## src/rtl/pcileech_tlps128_source_demux.sv

```systemverilog
// pcileech_tlps128_source_demux: steers whole 128-bit TLPs from the PCIe core to one of four sink streams.
module pcileech_tlps128_source_demux #(
    parameter bit DROP_OTHER = 1'b1,
    parameter int CNT_WIDTH  = 16
) (
    input  logic                 clk_pcie,
    input  logic                 rst,
    input  logic [3:0]           port_en,
    input  logic [127:0]         in_tdata,
    input  logic [3:0]           in_tkeepdw,
    input  logic [8:0]           in_tuser,
    input  logic                 in_tlast,
    input  logic                 in_tvalid,
    output logic                 in_tready,
    output logic [127:0]         out1_tdata,
    output logic [3:0]           out1_tkeepdw,
    output logic [8:0]           out1_tuser,
    output logic                 out1_tlast,
    output logic                 out1_tvalid,
    input  logic                 out1_tready,
    output logic                 out1_has_data,
    output logic [127:0]         out2_tdata,
    output logic [3:0]           out2_tkeepdw,
    output logic [8:0]           out2_tuser,
    output logic                 out2_tlast,
    output logic                 out2_tvalid,
    input  logic                 out2_tready,
    output logic                 out2_has_data,
    output logic [127:0]         out3_tdata,
    output logic [3:0]           out3_tkeepdw,
    output logic [8:0]           out3_tuser,
    output logic                 out3_tlast,
    output logic                 out3_tvalid,
    input  logic                 out3_tready,
    output logic                 out3_has_data,
    output logic [127:0]         out4_tdata,
    output logic [3:0]           out4_tkeepdw,
    output logic [8:0]           out4_tuser,
    output logic                 out4_tlast,
    output logic                 out4_tvalid,
    input  logic                 out4_tready,
    output logic                 out4_has_data,
    output logic [CNT_WIDTH-1:0] pkt_cnt1,
    output logic [CNT_WIDTH-1:0] pkt_cnt2,
    output logic [CNT_WIDTH-1:0] pkt_cnt3,
    output logic [CNT_WIDTH-1:0] pkt_cnt4,
    output logic [CNT_WIDTH-1:0] drop_cnt
);
    // Port routes encode their 0-based port index in the low two bits.
    typedef enum logic [2:0] {P1 = 3'd0, P2 = 3'd1, P3 = 3'd2, P4 = 3'd3, IDLE = 3'd4, DROP = 3'd5} route_t;

    route_t route, cls, eff;
    logic out_valid, out_tlast;
    logic [127:0] out_tdata;
    logic [3:0] out_tkeepdw;
    logic [8:0] out_tuser;
    logic [1:0] dest;
    logic [3:0] ready_v;
    logic [CNT_WIDTH-1:0] pkt_cnt [4];
    logic sel_ready, accept, fwd, is_cpl, is_cfg, is_mem;

    assign is_cpl    = in_tdata[31:25] == 7'b0000101 || in_tdata[31:25] == 7'b0100101;
    assign is_cfg    = in_tdata[31:25] == 7'b0000010 || in_tdata[31:25] == 7'b0100010;
    assign is_mem    = in_tdata[28:24] == 5'd0 && !in_tdata[31];
    assign ready_v   = {out4_tready, out3_tready, out2_tready, out1_tready};
    assign sel_ready = ready_v[dest];
    assign in_tready = !out_valid || sel_ready;
    assign accept    = in_tvalid && in_tready;
    assign fwd       = eff != DROP;

    always_comb begin
        cls = is_cpl ? (port_en[0] ? P1 : DROP) :
              is_cfg ? (port_en[1] ? P2 : DROP) :
              is_mem ? (port_en[2] ? P3 : DROP) :
              (!DROP_OTHER && port_en[3]) ? P4 : DROP;
        eff = in_tuser[0] ? cls : (route == IDLE ? DROP : route);
    end

    always_ff @(posedge clk_pcie) begin
        if (rst) begin
            out_valid <= 1'b0;
            route     <= IDLE;
            drop_cnt  <= '0;
            for (int i = 0; i < 4; i++) pkt_cnt[i] <= '0;
        end else begin
            if (accept && fwd)
                out_valid <= 1'b1;
            else if (sel_ready)
                out_valid <= 1'b0;
            if (accept)
                route <= in_tlast ? IDLE : eff;
            if (accept && !fwd && in_tlast && drop_cnt != '1)
                drop_cnt <= drop_cnt + 1'b1;
            for (int i = 0; i < 4; i++)
                if (out_valid && dest == 2'(i) && ready_v[i] && out_tlast && pkt_cnt[i] != '1)
                    pkt_cnt[i] <= pkt_cnt[i] + 1'b1;
        end
    end

    always_ff @(posedge clk_pcie) begin
        if (accept && fwd) begin
            out_tdata   <= in_tdata;
            out_tkeepdw <= in_tkeepdw;
            out_tuser   <= in_tuser;
            out_tlast   <= in_tlast;
            dest        <= eff[1:0];
        end
    end

    assign {out1_tdata, out2_tdata, out3_tdata, out4_tdata} = {4{out_tdata}};
    assign {out1_tkeepdw, out2_tkeepdw, out3_tkeepdw, out4_tkeepdw} = {4{out_tkeepdw}};
    assign {out1_tuser, out2_tuser, out3_tuser, out4_tuser} = {4{out_tuser}};
    assign {out1_tlast, out2_tlast, out3_tlast, out4_tlast} = {4{out_tlast}};
    assign out1_tvalid = out_valid && dest == 2'd0;
    assign out2_tvalid = out_valid && dest == 2'd1;
    assign out3_tvalid = out_valid && dest == 2'd2;
    assign out4_tvalid = out_valid && dest == 2'd3;
    assign out1_has_data = out1_tvalid;
    assign out2_has_data = out2_tvalid;
    assign out3_has_data = out3_tvalid;
    assign out4_has_data = out4_tvalid;
    assign pkt_cnt1 = pkt_cnt[0];
    assign pkt_cnt2 = pkt_cnt[1];
    assign pkt_cnt3 = pkt_cnt[2];
    assign pkt_cnt4 = pkt_cnt[3];
endmodule

```

## config.mk

```make
export PLATFORM = sky130hd
export DESIGN_NAME = pcileech_tlps128_source_demux
export DESIGN_NICKNAME = d
export VERILOG_FILES = /design/src/rtl/pcileech_tlps128_source_demux.sv
export SDC_FILE = /design/constraint.sdc
export NUM_CORES = 1
export LEC_CHECK = 0
export CORE_AREA = 2 2 320 322
export CTS_CLUSTER_SIZE = 8
export DETAILED_ROUTE_END_ITERATION = 7
export DIE_AREA = 0 0 322 324
export HOLD_SLACK_MARGIN = 0.05
export PLACE_DENSITY = 0.42
export SLEW_MARGIN = 30
export SYNTH_ARGS = -nofsm -noshare
export SYNTH_HDL_FRONTEND = slang
export SYNTH_SLANG_ARGS = --single-unit
```

## constraint.sdc

```tcl
create_clock -name clk_pcie -period 9.4 [get_ports clk_pcie]
set_clock_uncertainty 0.2 [all_clocks]
set_input_delay 1.41 -clock clk_pcie [delete_from_list [all_inputs] [get_ports clk_pcie]]
set_output_delay 1.41 -clock clk_pcie [all_outputs]
set_load 0.1 [all_outputs]
```

* Yosys cells after proc, flatten, opt, wreduce, memory -nomap -nowiden
Memory sizes are Yosys's and may differ from the RTL's.
Index checks and enable logic that the tools add are counted.
** Word-level totals
- Latch bits :: 0
- Logic and storage cells :: 95
- ROM bits :: 0
- RAM bits :: 64
- Bits in registers :: 164
- Output and inout bits :: 657
- Memories :: 1
** Operators by class
- Multipliers :: 0
- Reduce and logical (&&, ||, !) cells :: 31
- Muxes and demuxes :: 31
- Add/subtract/negate cells :: 5
- Equality and inequality tests :: 14
- Divide/modulo/power cells :: 0
- Shift operators :: 0
- Magnitude comparators :: 1
- Bitwise operators :: 4
** Memories
- pkt_cnt :: depth 4, bits a word 16, rd ports 4, clocked after memory_dff 0, wr ports 4, line 59 : logic [CNT_WIDTH-1:0] pkt_cnt [4];
** Operator list (number)
- $add 16x1->16 const B :: 5
- $ne 16x16->1 const B :: 5
- $mux 16 :: 4
- $mux 3 :: 9
- $logic_and 1x1->1 :: 22
- $mux 1 :: 17
- $eq 7x6->1 const B :: 2
- $eq 7x2->1 const B :: 1
- $eq 7x3->1 const B :: 1
- $logic_not 5->1 :: 1
- $eq 2x2->1 const B :: 2
- $or 1x1->1 :: 4
- $eq 3x3->1 const B :: 1
- $logic_not 1->1 :: 3
- $logic_or 1x1->1 :: 3
- $lt 2x3->1 const B :: 1
- $ne 3x3->1 const B :: 1
- $bmux 1 s2 :: 1
- $eq 2x1->1 const B :: 1
- $logic_not 2->1 :: 1
- $reduce_bool 2->1 :: 1

* Longest topological paths before layout
Gate-level depths: netlist of the first run.
- Word-level depth :: 11
- Gate-level depth with buffers :: 8
- Gate-level depth less buffers :: 6

* Least setup slack after synthesis of the first run
Ideal clock, no wire load.
- Kind :: input port to flip-flop
- From :: input in_tdata[25]
- To :: register dest[0], enable pin
- Cell stages on the path :: 3
- Setup time :: 0.695 ns
- Path buffers :: 0
- Data required time :: 8.505 ns
- Arrival time :: 9.326 ns
- Slack :: -0.822 ns
- Cell sequence :: or4b_1 > o32a_1 > a21oi_1
** On the way
- Cells in the longest elaborated chain, start to end :: 8
** RTL lines
- start, declared :: line 9 : input logic [127:0] in_tdata,
- $logic_not 5->1 :: line 64 : assign is_mem = in_tdata[28:24] == 5'd0 && !in_tdata[31];
- $logic_and 1x1->1 :: line 64
- $mux 3 :: line 74 : is_mem ? (port_en[2] ? P3 : DROP) :
- $mux 3 :: line 73 : is_cfg ? (port_en[1] ? P2 : DROP) :
- $mux 3 * :: line 72 : cls = is_cpl ? (port_en[0] ? P1 : DROP) :
- $mux 3 * :: line 76 : eff = in_tuser[0] ? cls : (route == IDLE ? DROP : route);
- $ne 3x3->1 * :: line 69 : assign fwd = eff != DROP;
- $logic_and 1x1->1 * :: line 101 : if (accept && fwd) begin
- end signal, assigned :: line 106 : dest <= eff[1:0];
- end, declared :: line 57 : logic [1:0] dest;
Mark *: on every way between the ends. The rest lies on a longest branch, timed or not.
A chain may end at the register's enable or synchronous reset.

* Final worst setup path of the first run
- From :: input out2_tready
- To :: output in_tready
** On the way
- Cells in the longest elaborated chain, start to end :: 3
** RTL lines
- start, declared :: line 27 : input logic out2_tready,
- $bmux 1 s2 :: line 66 : assign sel_ready = ready_v[dest];
- $mux 1 (not written as such) :: line 66
- $logic_or 1x1->1 :: line 67 : assign in_tready = !out_valid || sel_ready;
- end, declared :: line 14 : output logic in_tready,
No other way between the ends. The select of a mux whose other input is x is not followed.

==> results of run 1 <==
state kept, by name, indices dropped and copies added, names as in the netlist:
| name | count |
|---|---|
| out1_tdata | 128 |
| out1_tuser | 9 |
| pkt_cnt | 64 |
| out_valid | 1 |
| route | 3 |
| out1_tkeepdw | 4 |
| drop_cnt | 16 |
| dest | 2 |
| out1_tlast | 1 |
cell usage in the layout, fill, tap and decap left out, types with 7 or more instances in the layout:
cell type,count
or4_1,9
and2_1,7
nor2_1,82
nand4_1,15
clkdlybuf4s50_1,743
xnor2_1,17
nand3_1,21
o21ai_0,10
buf_4,30
and3_1,11
a21oi_1,17
buf_2,41
clkbuf_16,37
o31ai_1,8
nand2_1,37
edfxtp_1,208
xor2_1,39
dfxtp_1,20
clkbuf_1,13
or3_1,8
inv_1,10
and4_1,11
metrics by stage:
stage | total power, W | setup WS [ns] | utilization (%) | instance area, µm² | hold WS, ns
6_report | 0.00263 | 4.35 | 19.1 | 19300 | 0.267
5_1_grt | 0.00272 | 4.23 | 19.1 | 19300 | 0.281
4_1_cts | 0.00269 | 4.31 | 19.2 | 19400 | 0.270
3_3_place_gp | 0.00145 | 4.24 | 18.3 | 18500 | 0.246
2_1_floorplan | 0.00134 | 2.35 | - | 12100 | 0.232
3_5_place_dp | 0.00145 | 4.18 | 18.2 | 18400 | 0.262
power groups by stage:
stage / logic [W] / registers (W) / clock network (W)
global placement: 0.000292 / 0.00116 / 0
detailed placement: 0.000291 / 0.00116 / 0
finish: 0.000289 / 0.00114 / 0.00120
floorplan: 0.0000925 / 0.00125 / 0
CTS: 0.000292 / 0.00114 / 0.00126
global route: 0.000300 / 0.00114 / 0.00128
area by class of cell:
| type | instances | share of cell area [%] |
|---|---|---|
| repair buffers | 817 | 40.8 |
| flip-flops and latches | 228 | 34.4 |
| multi-input cells | 344 | 10.9 |
| well taps | 1309 | 8.47 |
| clock buffers | 52 | 5.18 |
| inverters | 10 | 0.194 |
| clock inverters | 2 | 0.0388 |
| diodes | 3 | 0.0388 |
layer usage:
layer	global-route usage [%]	share of wire, %
met1	11.1	38
met5	0	0.023
met2	15.7	46
met3	5.14	12
met4	4.44	4.0
cell families after synthesis:
family | Yosys count
compound gates | 52
xor+xnor | 56
fa+ha+maj | 5
buf+inv | 456
flops | 228
mux | 3
simple gates | 228
worst max-delay path by stage:
stage                       startpoint                        end  slack (ns)  cells past startpoint
after floorplan           in_tdata[25]          dest[0]$_DFFE_PP_        2.35                      3
after global placement    in_tdata[25]   out1_tdata[47]$_DFFE_PP_        4.24                      6
after detailed placement  in_tdata[25]  out1_tdata[111]$_DFFE_PP_        4.18                      6
after CTS                  out4_tready                  in_tready        4.31                      4
after global routing       out4_tready                  in_tready        4.23                      4
final                      out2_tready                  in_tready        4.35                      4
critical path: cells and delay by family:
family	cells	cell delay (ns)
AOI/OAI and AO/OA	1	0.25
buffers and inverters	2	1.67
muxes	1	0.12
==> metrics, run 1 <==
Worst slew margin 28.8%; placed cell count 2,708; die area 104,000 µm²; area of the multi-input gates 2110 µm²; IO Port Bufs 808; core area 101,000 µm²; most common library cells after synthesis buf_4, edfxtp_1, nor2_1; residual DRC count 0; status finished clean; Synth Area in Simple Gates 9.69%; Initial Util 12.0%; Synth Cell Area 12,100 µm²; CP max-delay cell clkdlybuf4s50_1; antenna-violating nets left 0; fill cell count 11.0k; Num CTS Buffers 35; I/O Pins 810; count leader, synth buf_4; reg-to-reg critical path endpoint out1_tdata[107]$_DFFE_PP_; clock share of power 45.6%; Longest Clk Path Bufs 3; main flop type after synthesis edfxtp_1; largest family of logic cells by synthesized area buffers and inverters; Setup Fix Bufs, Post-CTS 0; Clk pin slew, worst setup/hold paths 0.05 ns; nets@finish 1,594; Yosys reg bits 228; maximum number of pins on one net before global-route repair 64; reg-to-reg startpoint dest[0]$_DFFE_PP_; Worst R2R Path Depth 5; P_leak 6.46 nW; layout cells sized above 1 8.53%; Hold Crit Endpoint route[0]$_SDFFE_PP0P_; Detailed Place HPWL 46,100 µm; setup TNS 0 ns; Post-Layout Cell Count 2,765; crit path time final 5.05 ns; Ys Warns 0; grt ovf 0; Initial DRC Count 472; number of setup violations in the final report 0; via count 8,755; CTS tree built; FF+latch area 6650 µm²; first drt pass iteration count 4; Setup CP Type in2out; GR Util All Layers 9.93%; Avg Cell Area, Syn 11.8 µm²; Compound-Gate Fraction of Synth Area 2.79%; Synth Net Count 1,186; initial antenna violation count 5; max-slew violations 0; post-DR vias/cell 3.17; Max Cap Viol 0; share of the synthesized area in the top cell type 51.7%; CP max stage delay 1.18 ns; hold path depth 2; CP Cell Sequence clkdlybuf4s50_1 > mux2i_1 > a22oi_1 > clkdlybuf4s50_1; Sink Count 228; Setup crit start kind primary input; Synth Area in Adders 0.518%; CP Max Fanout 2; flop-to-flop setup slack 6.01 ns; Die Y 324 µm; Arr. time, crit path 3.44 ns; cts-stage hold buffer count 0; Top cell by count, worst path clkdlybuf4s50_1; critical hold path startpoint route[0]$_SDFFE_PP0P_; RSZ-0062 raised after global routing no; Hold Path Class reg2reg; register area share after synthesis 55.0%; Routed WL 56,300 µm; number of global-route vias before repair 8,519; Final period util 53.8%; global-route wire length before repair 71,000 µm; Logic pwr share 11.0%; Syn Inst Count 1,028; Netlist cell types 48; Skew-Pair Late Insertion Delay 0.55 ns; top cells by area, synth edfxtp_1, buf_4, dfxtp_1; sequential share of power 43.4%; CTS Root Buffer Type clkbuf_16; synthesis-to-layout area growth 60.0%; xor-xnor portion of the synthesized cell area 4.06%; sw power 0.000686 W; cts repair resizes 0; Fmax 198 MHz; RePlAce Congestion 0.788; VDD IR max 0.0868 mV; top cell type by total area after synthesis edfxtp_1; die extent in x 322 µm; H-Tree Depth 2; Sw Share 26.1%; Post-synth EDFFs 208; Cell Rows 117; DR WL/cell 20.4 µm; asr flop ratio synth 0%; Internal 0.00194 W; post-synthesis mux area share 0.259%; PD cells 136 nW/µm²; final hold violations 0; Req. time, crit path 7.79 ns; Critical Path Sink Type output port; worst slew pin tran 1.06 ns
Note: power is estimated with default switching activity, not from simulation.
==> run 2: changes to the inputs <==
--- a/config.mk
+++ b/config.mk
@@ -5,10 +5,10 @@
 export SDC_FILE = /design/constraint.sdc
 export NUM_CORES = 1
 export LEC_CHECK = 0
-export CORE_AREA = 2 2 320 322
+export CORE_AREA = 2 2 311 313
 export CTS_CLUSTER_SIZE = 8
 export DETAILED_ROUTE_END_ITERATION = 7
-export DIE_AREA = 0 0 322 324
+export DIE_AREA = 0 0 313 315
 export HOLD_SLACK_MARGIN = 0.05
 export PLACE_DENSITY = 0.42
 export SLEW_MARGIN = 30
==> constraint.sdc (replaced) <==
create_clock -name clk_pcie -period 5 [get_ports clk_pcie]
set_clock_uncertainty 0.2 [all_clocks]
set_input_delay 0.75 -clock clk_pcie [delete_from_list [all_inputs] [get_ports clk_pcie]]
set_output_delay 0.75 -clock clk_pcie [all_outputs]
set_load 0.1 [all_outputs]
==> metrics, run 2 (synthesis gave the netlist of run 1 again) <==
via count 8,886 (+1.5%); setup TNS 0 ns (unchanged); Num CTS Buffers 35 (unchanged); Setup Fix Bufs, Post-CTS 0 (unchanged); status finished clean; max reg flops 128 (unchanged); worst slew pin tran 1.07 ns (+0.00664 ns); initial antenna violation count 9 (+4); synthesis-to-layout area growth 58.5%; crit path time final 3.70 ns; sw power 0.00133 W (+94%); P_leak 6.45 nW (-0.16%); Inserted Diodes 0 (-3); Routed WL 70,300 µm (+25%); WHS 0.266 ns (-0.000766 ns); DR WL/cell 25.8 µm (+27%); Longest Clk Path Bufs 3 (unchanged); Skew-Pair Late Insertion Delay 0.56 ns (about the same); I/O Pins 810 (unchanged); number of global-route vias before repair 8,587 (+0.80%); Fmax 271 MHz; cts-stage hold buffer count 0 (unchanged); PD cells 258 nW/µm² (+90%); max-slew violations 0 (unchanged); Cell Rows 114 (-2.6%); Detailed Place HPWL 59,400 µm (+29%); CTS Root Buffer Type clkbuf_16; die area 98,600 µm² (-5.5%); Initial DRC Count 551 (+17%); Clk pin slew, worst setup/hold paths 0.05 ns (about the same); most frequent cells in the layout clkdlybuf4s50_1, edfxtp_1, nor2_1; layout cells sized above 1 11.1% (+2.6 points); Sink Count 228 (unchanged); die extent in x 313 µm (-2.8%); CP Launch Point dest[1]$_DFFE_PP_; RePlAce Congestion 0.842 (+6.9%); CP max stage delay 1.22 ns (+0.04 ns); Setup crit start kind flip-flop; residual DRC count 0 (unchanged); grt ovf 0 (unchanged); sequential share of power 43.4% (about the same); global-route wire length before repair 87,600 µm (+23%); critical hold path startpoint route[0]$_SDFFE_PP0P_; Critical Path Sink Type output port; Die Y 315 µm (-2.8%); utilization after layout 20.0% (+0.87 points); clock share of power 45.4% (-0.2 points); IO Port Bufs 808 (unchanged); CP max-delay cell clkdlybuf4s50_1; CP Max Fanout 4 (+2); reg-to-reg startpoint pkt_cnt[0][32]$_SDFFCE_PN0P_; RSZ-0062 raised after global routing no; placed cell count 2,672 (-1.3%); final hold violations 0 (unchanged); Setup CP Type reg2out; Hold Path Class reg2reg; post-DR vias/cell 3.26 (+3.0%); CP Cell Sequence nand2b_1 > nor2_1 > clkdlybuf4s50_1; Max Cap Viol 0 (unchanged); core area 95,700 µm² (-5.2%); antenna-violating nets left 0 (unchanged); number of setup violations in the final report 0 (unchanged); first drt pass iteration count 4 (unchanged); Post-Layout Cell Count 2,724 (-1.5%); most common cell after layout, fill and taps aside clkdlybuf4s50_1; cts repair resizes 0 (unchanged); GR Util All Layers 13.5% (+3.5 points); H-Tree Depth 2 (unchanged); Initial Util 12.6% (+0.66 points); maximum number of pins on one net before global-route repair 72 (+13%); VDD IR max 0.178 mV (+110%); Internal 0.00361 W (+86%); Final period util 73.9%; Arr. time, crit path 2.75 ns (-0.69 ns); Worst slew margin 28.4% (-0.44 points); Logic pwr share 11.2% (+0.2 points); nets@finish 1,591 (-0.19%); Sw Share 27.0% (+0.87 points); CTS tree built; Req. time, crit path 4.05 ns (-3.74 ns)
run 2: final timing paths:
check / endpoint / slack [ns] / cells after the start
max: out1_tvalid / 1.30 / 3
min: route[0]$_SDFFE_PP0P_ / 0.27 / 2
max reg2reg: pkt_cnt[0][36]$_SDFFCE_PN0P_ / 2.26 / 6
min reg2reg: route[0]$_SDFFE_PP0P_ / 0.27 / 2
run 2: layer usage:
layer / vias to the layer above / GRT usage (%) / wire (µm)
met5: - / 0 / 76
met4: 12 / 2.96 / 1270
met3: 53 / 12.7 / 14300
met2: 534 / 18.8 / 28700
met1: 4384 / 14.7 / 25900
li1: 3903 / - / -
run 2: power groups by stage:
stage,sequential [W],combinational (W),clock [W]
finish,0.00215,0.000551,0.00225
floorplan,0.00234,0.000174,0
global route,0.00215,0.000571,0.00240
global placement,0.00218,0.000557,0
CTS,0.00215,0.000556,0.00234
detailed placement,0.00218,0.000553,0
run 2: area by class of cell:
type	count	area (µm²)
Clock buffer	49	928
Clock inverter	3	42.5
Fill cell	10379	76600
Inverter	10	37.5
Multi-Input combinational cell	344	2120
Sequential cell	228	6650
Tap cell	1276	1600
Timing Repair Buffer	814	7780
run 2: through the flow:
stage	instance area (µm²)	total power, W	setup slack, ns
detailed placement	18200	0.00274	1.01
floorplan	12100	0.00252	0.244
global placement	18400	0.00274	1.01
CTS	19200	0.00504	1.19
finish	19100	0.00494	1.30
global route	19100	0.00512	1.21
run 2: critical path, delay by kind of cell, from the launching register on:
| kind | cells | cell delay, ns |
|---|---|---|
| flops | 1 | 0.42 |
| buf+inv | 1 | 1.22 |
| simple gates | 2 | 0.56 |
==> run 3: changes to the inputs <==
--- a/config.mk
+++ b/config.mk
@@ -5,10 +5,10 @@
 export SDC_FILE = /design/constraint.sdc
 export NUM_CORES = 1
 export LEC_CHECK = 0
-export CORE_AREA = 2 2 311 313
+export CORE_AREA = 2 2 320 322
 export CTS_CLUSTER_SIZE = 8
 export DETAILED_ROUTE_END_ITERATION = 7
-export DIE_AREA = 0 0 313 315
+export DIE_AREA = 0 0 322 324
 export HOLD_SLACK_MARGIN = 0.05
 export PLACE_DENSITY = 0.42
 export SLEW_MARGIN = 30
==> constraint.sdc (replaced) <==
create_clock -name clk_pcie -period 3.1 [get_ports clk_pcie]
set_clock_uncertainty 0.2 [all_clocks]
set_input_delay 0.465 -clock clk_pcie [delete_from_list [all_inputs] [get_ports clk_pcie]]
set_output_delay 0.465 -clock clk_pcie [all_outputs]
set_load 0.1 [all_outputs]
==> metrics, run 3 (synthesis gave the netlist of run 1 again) <==
status finished clean; setup ws final 0.489 ns (-0.815 ns); VDD IR max 0.291 mV (+63%); worst slew pin tran 0.762 ns (-0.309 ns); nets@finish 1,629 (+2.4%); CTS tree built; H-Tree Depth 2 (unchanged); first drt pass iteration count 4 (unchanged); critical hold path startpoint route[0]$_SDFFE_PP0P_; post-DR vias/cell 3.19 (-2.1%); Initial Util 12.0% (-0.66 points); number of global-route vias before repair 8,315 (-3.2%); max-slew violations 0 (unchanged); P_leak 7.29 nW (+13%); maximum number of pins on one net before global-route repair 32 (-56%); most frequent cells in the layout buf_4, edfxtp_1, clkdlybuf4s50_1; fill cell count 11.0k (+6.5%); die extent in x 322 µm (+2.9%); via count 8,941 (+0.62%); cts-stage hold buffer count 0 (unchanged); DR WL/cell 21.4 µm (-17%); Critical Path Sink Type flip-flop; RSZ-0062 raised after global routing no; CP Max Fanout 16 (+12); synthesis-to-layout area growth 52.5%; Arr. time, crit path 2.62 ns (-0.13 ns); Clk pin slew, worst setup/hold paths 0.05 ns (about the same); grt ovf 0 (unchanged); max reg flops 128 (unchanged); Setup WS pre-CTS 0.0669 ns (-0.940 ns); WHS 0.254 ns (-0.0125 ns); number of setup violations in the final report 0 (unchanged); setup TNS 0 ns (unchanged); initial antenna violation count 2 (-7); global-route wire length before repair 74,600 µm (-15%); Setup crit start kind flip-flop; CP Cell Sequence ha_1 > nand3_1 > nor3_1 > buf_4 > a311oi_1 > or2_2; Inserted Diodes 0 (unchanged); placed cell count 2,741 (+2.6%); Sink Count 228 (unchanged); Routed WL 60,000 µm (-15%); core area 101,000 µm² (+5.5%); most common cell after layout, fill and taps aside buf_4; Final period util 84.2%; Die Y 324 µm (+2.9%); Longest Clk Path Bufs 3 (unchanged); residual DRC count 0 (unchanged); Num CTS Buffers 37 (+5.7%); flop-to-flop setup slack 0.49 ns (-1.77 ns); crit path time final 2.61 ns; Setup Fix Bufs, Post-CTS 0 (unchanged); IO Port Bufs 808 (unchanged); CP max stage delay 0.47 ns (-0.75 ns); die area 104,000 µm² (+5.8%); Worst slew margin 49.2% (+21 points); CTS Root Buffer Type clkbuf_16; final hold violations 0 (unchanged); layout cells sized above 1 50.9% (+40 points); Setup CP Type reg2reg; Max Cap Viol 0 (unchanged); reg-to-reg critical path endpoint pkt_cnt[0][14]$_SDFFCE_PN0P_; Post-Layout Cell Count 2,799 (+2.8%); PD cells 451 nW/µm² (+75%); I/O Pins 810 (unchanged); hold path depth 2 (unchanged); Hold Path Class reg2reg; Skew-Pair Late Insertion Delay 0.57 ns (about the same); Cell Rows 117 (+2.6%); Hold Crit Endpoint route[0]$_SDFFE_PP0P_; cts repair resizes 0 (unchanged); RePlAce Congestion 0.779 (-7.5%); Initial DRC Count 530 (-3.8%); Req. time, crit path 3.11 ns (-0.94 ns); CP max-delay cell or2_2; Fmax 383 MHz; reg-to-reg startpoint pkt_cnt[0][0]$_SDFFCE_PN0P_; GR Util All Layers 10.6% (-2.9 points); Detailed Place HPWL 49,900 µm (-16%); antenna-violating nets left 0 (unchanged); Worst R2R Path Depth 6 (unchanged)
run 3: how the worst max path moves through the flow:
stage | endpoint | slack (ns) | startpoint | cells after the start
2_1_floorplan | dest[0]$_DFFE_PP_ | -1.36 | in_tdata[25] | 3
3_3_place_gp | out1_tdata[0]$_DFFE_PP_ | 0.07 | in_tdata[27] | 6
3_5_place_dp | out1_tdata[61]$_DFFE_PP_ | 0.07 | in_tdata[29] | 6
4_1_cts | pkt_cnt[0][14]$_SDFFCE_PN0P_ | 0.43 | pkt_cnt[0][0]$_SDFFCE_PN0P_ | 6
5_1_grt | pkt_cnt[0][14]$_SDFFCE_PN0P_ | 0.28 | pkt_cnt[0][0]$_SDFFCE_PN0P_ | 6
6_report | pkt_cnt[0][14]$_SDFFCE_PN0P_ | 0.49 | pkt_cnt[0][0]$_SDFFCE_PN0P_ | 6
run 3: power by group:
part	switching, W	total, W	internal, W	leakage (nW)
logic	0.000596	0.000878	0.000282	4.64
registers	0.0000629	0.00346	0.00340	2.12
clock network	0.00152	0.00397	0.00245	0.544
total	0.00218	0.00831	0.00614	7.29
run 3: final cells by class:
| class | instances | area, µm² | area share (%) |
|---|---|---|---|
| Timing Repair Buffer | 850 | 6860 | 37.2 |
| Clock inverter | 8 | 93.8 | 0.509 |
| Inverter | 10 | 37.5 | 0.204 |
| Tap cell | 1309 | 1640 | 8.89 |
| Sequential cell | 228 | 6650 | 36.1 |
| Clock buffer | 50 | 1030 | 5.58 |
| Multi-Input combinational cell | 344 | 2120 | 11.5 |
run 3: worst max-delay path, delay by kind of cell, from the launching register on:
family | cells | cell delay (ns)
AOI/OAI and AO/OA | 1 | 0.45
and+or+nand+nor | 3 | 0.74
buffers and inverters | 1 | 0.16
adders and majority gates | 1 | 0.26
DFF | 1 | 0.45
run 3: through the flow:
stage	area (µm²)	util [%]	total power [W]
after global routing	18400	18.2	0.00863
after global placement	17300	17.1	0.00440
final	18400	18.2	0.00831
after CTS	18400	18.2	0.00849
after detailed placement	17300	17.1	0.00440
after floorplan	12100	-	0.00406
run 3: layer usage:
metal,part of all wire (%),global-route usage (%)
met5,0,0
met4,2.3,3.00
met3,14,5.84
met2,47,17.2
met1,37,11.8
==> edit (settings of run 3) <==
Set the parameter `DROP_OTHER` to 1'b0 (it was 1'b1).
--- a/src/rtl/pcileech_tlps128_source_demux.sv
+++ b/src/rtl/pcileech_tlps128_source_demux.sv
@@ -2,3 +2,3 @@
 module pcileech_tlps128_source_demux #(
-    parameter bit DROP_OTHER = 1'b1,
+    parameter bit DROP_OTHER = 1'b0,
     parameter int CNT_WIDTH  = 16
Formal check against the unedited RTL: not equivalent (Yosys sat finds a counterexample within 4 cycles, from zero or initial values and one cycle with rst high).
==> edit against run 3 <==
Final cell count grew 0.29%; final area shrank 0.18%; global-route usage grew 1.2 points; critical endpoint is now drop_cnt[9]; via count grew 1.6%; fmax shrank 5.4%; worst hold slack gained 6.5 ps; synthesized area grew 0.55%; wire length grew 9.3%; synthesized cell count grew 1.2%; sequential cell count is the same; setup slack lost 150 ps.
Power is not compared: it rests on default switching activity, and its combinational part moved more than twofold at a synthesized area within 25%.
==> edit: results (changes against run 3) <==
- Starting DRT DRC Count: 465 (-12%)
- Met2 routed WL: 28800 um (+2.1%)
- Slew headroom: 0.478 (-0.0143)
- Worst R2R End: drop_cnt[9]
- Hold Startpoint: in_tdata[54]
- Via count: 9088 (+1.6%)
- Worst Hold End: out1_tdata[54]
- Global-route wire length before repair: 81400 um (+9.2%)
- Highest metal used: met5
- Status: complete, no violations
- Min-delay worst type: in2reg
- Initial antenna violation count: 9 (+7)
- Met1 track demand over resource: 0.137 (+0.0182)
- Post-synthesis mux area share: 0.00989 (+0.00730)
- Compound-Gate Fraction of Synth Area: 0.0215 (-0.00633)
- HPWL Detailed: 55100 um (+10%)
- CP max FO: 11 (-5)
- Worst r2r src: dest[0]
- Ratio of cells with drive above 1 in the final layout: 0.512 (+0.00331)
- Post-synthesis xor/xnor area fraction: 0.0404 (-0.000222)
- Final Net Count: 1643 (+0.86%)
- DR WL met3: 9580 um (+15%)
- Synth Net Count: 1198 (+1.0%)
- Post-synth top cells: 431 x buf_4, 208 x edfxtp_1, 89 x nor2_1
- CP arrival: 3010 ps (+390 ps)
- Worst path slowest cell: edfxtp_1
- Flop2flop setup slack: 340 ps (-150 ps)
- Total CTS buffers: 36 (-2.7%)
- Drt total wl: 65600 um (+9.3%)
- Hold Path Stages: 1 (-1)
- Worst hold margin: 260 ps (+6.48 ps)
- Gr usage total: 0.118 (+0.0118)
- Slowest stage delay, CP: 560 ps (+90 ps)
- Port Buf Inserts: 809 (+0.12%)
[edit: cell count changes in the layout (fill, tap and decap cells not counted), sizes merged, moves of 5 or more]
| cell | run 3 | this run |
|---|---|---|
| nand3 | 21 | 32 |
| nand2 | 37 | 31 |
| o21ai | 13 | 8 |
| a21oi | 18 | 11 |
| nor2b | 4 | 10 |
| nor2 | 82 | 89 |
| or4 | 9 | 4 |
| clkbuf | 50 | 44 |
| mux2 | 1 | 8 |
| and4 | 11 | 6 |
| and3 | 11 | 18 |
| o31ai | 9 | 3 |
| nor3 | 5 | 10 |
[edit: critical path: cells and delay by family, from the launching register on]
kind | cells | cell delay (ps)
AND/OR/NAND/NOR | 3 | 960
flip-flops | 1 | 560
multiplexers | 2 | 560
AO/OA/AOI/OAI | 1 | 350
[edit: stage by stage]
stage / area [um^2] / std cells / setup WS, ps / util / TNS [ps]
after floorplan: 12200 / 1040 / -1560 / - / -225950
after global placement: 17400 / 2756 / -77.8 / 0.172 / -1490
after detailed placement: 17400 / 2756 / -107 / 0.172 / -3690
after CTS: 18400 / 2805 / 263 / 0.182 / 0
after global routing: 18400 / 2805 / 97.9 / 0.182 / 0
final: 18400 / 2807 / 341 / 0.182 / 0
[edit: power groups by stage]
stage / sequential (mW) / combinational (mW) / clock (mW)
after detailed placement: 4.04 / 5.46 / 0
after floorplan: 4.97 / 3.52 / 0
after global placement: 4.03 / 5.47 / 0
final: 3.97 / 5.43 / 3.70
after CTS: 3.98 / 5.47 / 3.92
after global routing: 3.99 / 5.55 / 4.00
[edit: area by class of cell]
class / instances / area [um^2]
fillers: 11100 / 82600
repair buffers: 854 / 6890
flip-flops and latches: 228 / 6650
multi-input cells: 351 / 2150
well taps: 1309 / 1640
clock buffers: 44 / 962
inverters: 14 / 52.6
clock inverters: 5 / 48.8
diodes: 2 / 5.00
